<file path="config.mk">
export PLATFORM = sky130hd
export DESIGN_NAME = btn_debounce_edge
export DESIGN_NICKNAME = d
export VERILOG_FILES = /design/src/rtl/btn_debounce_edge.sv
export SDC_FILE = /design/constraint.sdc
export NUM_CORES = 1
export LEC_CHECK = 0
export CORE_UTILIZATION = 50
export DETAILED_ROUTE_END_ITERATION = 16
export PLACE_DENSITY = 0.71
export SLEW_MARGIN = 20
export SYNTH_ARGS = -nofsm -noshare
export SYNTH_HDL_FRONTEND = slang
export SYNTH_SLANG_ARGS = --single-unit
</file>
<file path="constraint.sdc">
create_clock -name clk -period 2.55 [get_ports clk]
set_input_delay 0.6375 -clock clk [delete_from_list [all_inputs] [get_ports clk]]
set_output_delay 0.6375 -clock clk [all_outputs]
set_load 0.03 [all_outputs]
</file>
<file path="src/rtl/btn_debounce_edge.sv">
// Button synchronizer + stability-counter debouncer with rise/fall pulses.
// Optional DEBOUNCE_TOGGLE_EN adds a press-to-toggle output.
module btn_debounce_edge #(
   parameter int   SYNC_STAGES   = 2,
   parameter int   STABLE_CYCLES = 50000,
   parameter int   CNT_W         = 16,
   parameter logic INIT_LEVEL    = 1'b0
) (
   input  logic clk,
   input  logic rst,
   input  logic btn_in,
   output logic level_out,
   output logic rise_pulse,
   output logic fall_pulse,
   output logic busy
`ifdef DEBOUNCE_TOGGLE_EN
   ,
   output logic toggle_out
`endif
);

   typedef enum logic [1:0] {
      IDLE_LO,
      WAIT_HI,
      IDLE_HI,
      WAIT_LO
   } state_t;

   localparam logic [CNT_W-1:0] CNT_LAST = CNT_W'(STABLE_CYCLES - 1);
   localparam logic [CNT_W-1:0] CNT_ONE  = CNT_W'(1);
   localparam state_t           ST_INIT  = INIT_LEVEL ? IDLE_HI : IDLE_LO;

   logic [SYNC_STAGES-1:0] sync_q, sync_d;
   state_t                 state_q, state_d;
   logic [CNT_W-1:0]       cnt_q, cnt_d;
   logic                   level_q, level_d;
   logic                   rise_q, rise_d;
   logic                   fall_q, fall_d;
   logic                   busy_q, busy_d;
   logic                   s;

   assign s = sync_q[SYNC_STAGES-1];

   always_comb begin
      sync_d  = {sync_q[SYNC_STAGES-2:0], btn_in};
      state_d = state_q;
      cnt_d   = cnt_q;
      level_d = level_q;
      rise_d  = 1'b0;
      fall_d  = 1'b0;
      unique case (state_q)
         IDLE_LO: begin
            if (s) begin
               state_d = WAIT_HI;
               cnt_d   = CNT_ONE;
            end else begin
               cnt_d = '0;
            end
         end
         WAIT_HI: begin
            // a revert on the final count is still a rejection
            if (!s) begin
               state_d = IDLE_LO;
               cnt_d   = '0;
            end else if (cnt_q == CNT_LAST) begin
               state_d = IDLE_HI;
               cnt_d   = '0;
               level_d = 1'b1;
               rise_d  = 1'b1;
            end else begin
               cnt_d = cnt_q + CNT_ONE;
            end
         end
         IDLE_HI: begin
            if (!s) begin
               state_d = WAIT_LO;
               cnt_d   = CNT_ONE;
            end else begin
               cnt_d = '0;
            end
         end
         WAIT_LO: begin
            if (s) begin
               state_d = IDLE_HI;
               cnt_d   = '0;
            end else if (cnt_q == CNT_LAST) begin
               state_d = IDLE_LO;
               cnt_d   = '0;
               level_d = 1'b0;
               fall_d  = 1'b1;
            end else begin
               cnt_d = cnt_q + CNT_ONE;
            end
         end
      endcase
      busy_d = (state_d == WAIT_HI) || (state_d == WAIT_LO);
   end

   always_ff @(posedge clk or posedge rst) begin
      if (rst) begin
         sync_q  <= {SYNC_STAGES{INIT_LEVEL}};
         state_q <= ST_INIT;
         cnt_q   <= '0;
         level_q <= INIT_LEVEL;
         rise_q  <= 1'b0;
         fall_q  <= 1'b0;
         busy_q  <= 1'b0;
      end else begin
         sync_q  <= sync_d;
         state_q <= state_d;
         cnt_q   <= cnt_d;
         level_q <= level_d;
         rise_q  <= rise_d;
         fall_q  <= fall_d;
         busy_q  <= busy_d;
      end
   end

   assign level_out  = level_q;
   assign rise_pulse = rise_q;
   assign fall_pulse = fall_q;
   assign busy       = busy_q;

`ifdef DEBOUNCE_TOGGLE_EN
   logic toggle_q, toggle_d;

   always_comb begin
      toggle_d = toggle_q ^ rise_d;
   end

   always_ff @(posedge clk or posedge rst) begin
      if (rst) begin
         toggle_q <= 1'b0;
      end else begin
         toggle_q <= toggle_d;
      end
   end

   assign toggle_out = toggle_q;
`endif

endmodule
</file>
### After elaboration in Yosys (flattened, before gate mapping)

Index checks and enable logic that the tools add are counted.

| word-level totals | value |
|---|---|
| logic and storage cells | 45 |
| register bits | 24 |
| output and inout port bits | 4 |

| operators by class | value |
|---|---|
| reductions and logical operators | 4 |
| add/subtract/negate cells | 1 |
| equal/unequal tests | 10 |
| multiplexer cells | 23 |

Operators with widths:

| cell | count |
|---|---|
| case mux 16 bit (4 select lines) | 1 |
| 2-to-1 mux 16 bit | 3 |
| adder 16 x 1 -> 16 bit (second input constant) | 1 |
| == test 16 bit (second input constant) | 1 |
| 2-to-1 mux 2 bit | 6 |
| 2-to-1 mux 1 bit | 11 |
| != test 2 bit (second input constant) | 4 |
| case mux 2 bit (4 select lines) | 1 |
| == test 2 bit (second input constant) | 3 |
| AND reduction 5 bit | 1 |
| == test 2 x 1 -> 1 bit (second input constant) | 2 |
| logical NOT 2 bit | 1 |
| case mux 1 bit (2 select lines) | 1 |
| nonzero test 2 bit | 1 |
| logical OR 1 bit | 1 |

### Longest topological paths before layout

Gate-level depths: netlist of the first run.

| logic depth | value |
|---|---|
| depth in word-level cells | 6 |
| depth in mapped cells | 6 |

### Worst setup path before layout of the first run

Ideal clock, no wire load.

| path | value |
|---|---|
| kind | register to register |
| start | register cnt_q[11] |
| end | register state_q[1] |
| library setup time | 0.125 ns |
| buffers on the path | 0 |
| stages on the path, launching flop included | 4 |
| data arrival time | 1.752 ns |
| slack | 0.673 ns |
| data required time | 2.425 ns |
| cells stage by stage | dfrtp_1 > or4b_1 > or4_4 > mux2_4 |

| between the ends | value |
|---|---|
| cells in the longest elaborated chain, start to end | 4 |
| elaborated cells on any way between the ends | 6 |

Ends and longest elaborated chain:

| element | line | source |
|---|---|---|
| start, declared | 35 | `logic [CNT_W-1:0] cnt_q, cnt_d;` |
| start signal, assigned | 111 | `cnt_q <= cnt_d;` |
| == test 16 bit * | 65, 86 |  |
| 2-to-1 mux 2 bit (on tied branches) | 86, 65 |  |
| 2-to-1 mux 2 bit (on tied branches) | 83, 62 |  |
| case mux 2 bit (4 select lines) * | 51 | `unique case (state_q)` |
| via state_d[1] | 34 | `state_t state_q, state_d;` |
| end signal, assigned | 110 | `state_q <= state_d;` |
| end, declared | 34 |  |

The timed path passes the listed nets; every way through them passes the cells marked *.
A chain may end at the register's enable or synchronous reset.

==> results.txt, run 1 <==
Remaining global-route overflow: 0
DIE AREA: 2320 um2
Total CTS buffers: 3
Vias in the first global route: 703
Seq/Total Area, Yosys: 0.540
H-tree levels: 1
Total GRT Usage: 0.195
Slew headroom: 0.757
Ranking of synthesized cells by area: dfrtp_1 (54%), xnor2_1 (9.9%), nor2_1 (6.3%)
Hold_buf cts: 0
Cts repair resizes: 0
Share of cells above drive strength 1: 0.0826
Area share of the largest cell type after synthesis: 0.540
Crit start category: flip-flop
I/O pin cnt: 7
Hold WS: 0.380 ns
Root Buffer: clkbuf_4
Cell count after placement: 132
# DRC: 0
WL/cell: 13.8 um
Power per cell area: 478 nW/um2
Detail Route Antenna Nets: 0
Post-synthesis cell type count: 25
Tcrit/Tclk final: 0.811
Crit path buf inv count: 1
Crit Path Category: reg -> out
Setup TNS: 0 ns
Area occupied by multi-input gates: 457 um2
Post-synth top cells: dfrtp_1 (23), nor2_1 (18), xnor2_1 (12)
Non-filler cells, final: 136
Clock Latency Late Sink: 0.30 ns
Mapped Area: 1070 um2
Peak supply drop: 313 uV
Synth Register Bits: 23
Post-Syn Nets: 104
PortBufs: 6
Core outline area: 1980 um2
P_leak: 0.000466 uW
N_diodes: 0
Via/cell ratio: 5.53
First-pass iteration count of the detailed router: 4
Most used DFF post-synth: dfrtp_1
Register Area: 576 um2
Initial antenna violation count: 0
Rows: 16
Area Growth Syn to Fin: 10.6%
Setup Skew: 0.00369 ns
CP required: 1.91 ns
Yosys warnings: 0
Die W: 48.2 um
Tot Pwr: 563 uW
Min-Delay Path Class: reg -> reg
Mean area per synthesized cell: 10.7 um2
Final Max Slew Viols: 0
Hold Fails Final Rpt: 0
DP HPWL: 1340 um
Most frequent cell after synthesis: dfrtp_1
Least-Margin Pin Slew: 0.364 ns
Slowest stage delay, CP: 0.69 ns
Post-Route WL: 1880 um
RSZ-0062 raised after global routing: no
Outcome: completed
GP Congestion: 0.785
Initial core utilization: 0.538
Global-route wire length before repair: 3040 um
Largest net degree at the start of global routing: 24
Asr flop ratio synth: 1.00
Number of flops mapped to enable cells by yosys: 0
Post-Synthesis Cells: 100
Die Ht: 48.2 um
Max_cap viols: 0
WP data arrival: 1.43 ns
Worst-path cell chain: clkdlybuf4s50_1
Initial DRC count: 20
Final Setup Violations: 0
Clk sink count: 23
CTS tree: built
Slowest library cell on the worst path: clkdlybuf4s50_1
Post-CTS Setup Inserts: 0
Min Clock Period, post-route: 2.07 ns
Clock Tree Buf Depth: 2
Most area-hungry cell type in the Yosys netlist: dfrtp_1
Fill cells: 176
CTS clk-pin slew, worst paths: 0.11 ns
Register-to-Register Setup Slack: 0.56 ns
Fmax: 484 MHz
CP Capture Type: output port
Vias: 752
CP Max Fanout: 5
Crit path max-delay family: buffers and inverters
Final Net Count: 114
[logic make-up after synthesis]
logic type	synth area share
xor gates and xnor gates	0.123
muxes	0.0141
and+or+nand+nor	0.257
AOI/OAI and AO/OA	0.0223
adders and majority gates	0.0117
DFF	0.540
buffers and inverters	0.0317
[where the power goes]
group          internal [uW]  leakage [uW]  switching (uW)
registers                369      0.000312            4.76
logic                   9.37      0.000139            16.1
clock network           61.0     0.0000150             102
total                    439      0.000466             123
[routing by layer]
layer / vias to the layer above / wire length, um / track usage
met4: 0 / 43 / 0.106
met3: 6 / 53 / 0.0333
met5: - / 0 / 0
met2: 18 / 917 / 0.307
li1: 362 / - / -
met1: 366 / 861 / 0.255
[flip-flops by register name, indices dropped and copies added, names as in the netlist]
register,flops
state_q,2
rise_pulse,1
cnt_q,16
sync_q,2
fall_pulse,1
level_out,1
[cell type report]
type                            count  share of cell area
Timing Repair Buffer                7              0.0573
Sequential cell                    23               0.488
Tap cell                           27              0.0287
Clock buffer                        4              0.0223
Multi-Input combinational cell     70               0.387
Inverter                            5              0.0159
[path summary, 6_finish.rpt]
check / startpoint / end / depth (start not counted)
setup / recovery: state_q[0] / busy / 1
hold / removal: sync_q[0] / sync_q[1] / 0
setup reg to reg: cnt_q[11] / level_out / 3
hold reg to reg: sync_q[0] / sync_q[1] / 0
max in group asynchronous: rst / cnt_q[6] / 3
min in group asynchronous: rst / cnt_q[11] / 3
[through the flow]
stage | setup WS [ns] | utilization | area [um2]
detailed placement | 0.585 | 0.581 | 1150
floorplan | 0.673 | - | 1070
finish | 0.482 | 0.595 | 1180
global route | 0.386 | 0.595 | 1180
CTS | 0.461 | 0.595 | 1180
global placement | 0.634 | 0.581 | 1150
[layout by cell type, fill, tap and decap left out, drive strengths merged, types with 5 or more instances in the layout]
cell type      netlist  routed
dfrtp               23      23
nor2                18      18
xnor2               12      12
nand3                7       7
clkdlybuf4s50        0       6
nand2                5       5
inv                  5       5
nor3                 5       5
Power figures use the tool's default switching activity.
==> run 2: changes to the inputs <==
--- a/config.mk
+++ b/config.mk
@@ -7,7 +7,7 @@
 export LEC_CHECK = 0
 export CORE_UTILIZATION = 50
 export DETAILED_ROUTE_END_ITERATION = 16
-export PLACE_DENSITY = 0.71
+export PLACE_DENSITY = 0.74
 export SLEW_MARGIN = 20
 export SYNTH_ARGS = -nofsm -noshare
 export SYNTH_HDL_FRONTEND = slang
==> constraint.sdc (replaced) <==
create_clock -name clk -period 1.85 [get_ports clk]
set_input_delay 0.4625 -clock clk [delete_from_list [all_inputs] [get_ports clk]]
set_output_delay 0.4625 -clock clk [all_outputs]
set_load 0.03 [all_outputs]
==> run 2 against run 1 <==
Non-clock buffer count is 5 higher. Worst hold slack got worse by 0.071 ns. Combinational power up 50%.
==> results.txt, run 2 (synthesis gave the netlist of run 1 again) <==
Die W: 48.2 um (unchanged)
Peak supply drop: 612 uV (was 313 uV)
Via/cell ratio: 5.26 (was 5.53)
CTS tree: built (unchanged)
# DRC: 0 (unchanged)
Largest register by flop count: cnt_q (unchanged)
Outcome: completed (unchanged)
Tcrit/Tclk final: 0.998
Final Max Slew Viols: 0 (unchanged)
Detail Route Antenna Nets: 0 (unchanged)
Vias in the first global route: 673 (was 703)
Setup Skew: 0.0146 ns (was 0.00369 ns)
CP Max Fanout: 5 (unchanged)
DP HPWL: 1270 um (was 1340 um)
Final Util: 0.633 (was 0.595)
Cell count after placement: 137 (was 132)
H-tree levels: 1 (unchanged)
Core outline area: 1980 um2 (unchanged)
Die Ht: 48.2 um (unchanged)
Tot Pwr: 781 uW (was 563 uW)
Crit start category: flip-flop (unchanged)
PortBufs: 6 (unchanged)
Largest registers: cnt_q: 16 flops, state_q: 2 flops, sync_q: 2 flops (unchanged)
Min Clock Period, post-route: 1.85 ns
Initial antenna violation count: 0 (unchanged)
Clock Tree Buf Depth: 2 (unchanged)
Most frequent cells in the layout: dfrtp_1 (23), nor2_1 (18), xnor2_1 (12), nand3_1 (6), buf_4 (6) (was dfrtp_1 (23), nor2_1 (18), xnor2_1 (12), nand3_1 (6), clkdlybuf4s50_1 (6))
CP Capture Type: flip-flop (was output port)
Root Buffer: clkbuf_4 (unchanged)
GP Congestion: 0.780 (was 0.785)
Hold_buf cts: 0 (unchanged)
Rows: 16 (unchanged)
Commonest non-fill, non-tap cell in the layout: dfrtp_1 (unchanged)
Hold Fails Final Rpt: 0 (unchanged)
Initial core utilization: 0.538 (unchanged)
Total GRT Usage: 0.198 (was 0.195)
RSZ-0062 raised after global routing: yes (was no)
Max reg flops: 16 (unchanged)
Post-Route WL: 1860 um (was 1880 um)
Non-filler cells, final: 142 (was 136)
Clock Latency Late Sink: 0.31 ns (was 0.30 ns)
First-pass iteration count of the detailed router: 4 (unchanged)
N_diodes: 0 (unchanged)
Final Setup Violations: 0 (unchanged)
Crit Path Category: reg -> reg (was reg -> out)
Largest net degree at the start of global routing: 23 (was 24)
Power per cell area: 623 nW/um2 (was 478 nW/um2)
Fmax: 542 MHz
Slew headroom: 0.616 (was 0.757)
Global-route wire length before repair: 3080 um (was 3040 um)
Remaining global-route overflow: 0 (unchanged)
WL/cell: 13.1 um (was 13.8 um)
FF-to-FF path depth: 3 (unchanged)
Least-Margin Pin Slew: 0.573 ns (was 0.364 ns)
P_leak: 0.000523 uW (was 0.000466 uW)
Clk sink count: 23 (unchanged)
Total CTS buffers: 3 (unchanged)
Max_cap viols: 0 (unchanged)
I/O pin cnt: 7 (unchanged)
Final Net Count: 120 (was 114)
Area Growth Syn to Fin: 17.6% (was 10.6%)
DIE AREA: 2320 um2 (unchanged)
Share of cells above drive strength 1: 0.165 (was 0.0826)
WP data arrival: 2.04 ns (was 1.43 ns)
Vias: 747 (was 752)
CTS clk-pin slew, worst paths: 0.13 ns (was 0.11 ns)
Min-Delay Path Class: in -> async (was reg -> reg)
CP required: 2.05 ns (was 1.91 ns)
Initial DRC count: 18 (was 20)
run 2: layout make-up:
class | count | area, um2
multi-input combinational | 71 | 492
clock inverter | 1 | 5.00
clock buffer | 3 | 22.5
fill | 152 | 728
inverter | 5 | 18.8
tap | 27 | 33.8
sequential | 23 | 576
timing repair buffer | 12 | 106
run 2: critical path: stages, from the launching register on:
cell and delay, ns:
dfrtp_1 0.40, or4b_4 0.54, or4_4 0.48, a211o_1 0.31
run 2: timing repair:
action                                  in CTS  in global routing
endpoints found under the setup margin      15                 18
cloned                                       1                  0
pin swaps                                    0                  1
setup buffers                                0                  0
gates resized for setup                      2                  5
run 2: stage by stage:
| step | setup WS, ns | setup TNS [ns] | hold slack, ns | instance area, um2 |
|---|---|---|---|---|
| final | 0.00375 | 0 | 0.308 | 1250 |
| after global routing | -0.0365 | -0.0940 | 0.315 | 1250 |
| after CTS | 0.000616 | 0 | 0.295 | 1230 |
| after detailed placement | -0.0122 | -0.0623 | 0.339 | 1190 |
| after global placement | 0.0362 | 0 | 0.335 | 1190 |
| after floorplan | 0.0268 | 0 | 0.331 | 1070 |
run 2: worst paths after layout:
path	from	end	slack (ns)
hold reg to reg	sync_q[0]	sync_q[1]	0.36
hold / removal	rst	sync_q[0]	0.31
max in group asynchronous	rst	cnt_q[9]	1.10
setup / recovery	cnt_q[4]	level_out	0.004
setup reg to reg	cnt_q[4]	level_out	0.004
min in group clk	sync_q[0]	sync_q[1]	0.36
run 2: per-layer routing:
metal,global-route usage,vias up,routed length [um]
li1,-,373,-
met5,0,-,0
met1,0.270,354,856
met3,0.0556,4,73
met2,0.315,16,897
met4,0.0500,0,32
run 2: where the power goes:
part           total [uW]  leakage [uW]  switching, uW  internal [uW]
registers             517      0.000312           7.95            509
logic                38.2      0.000193           24.1           14.0
clock network         226     0.0000177            146           80.7
total                 781      0.000523            178            603
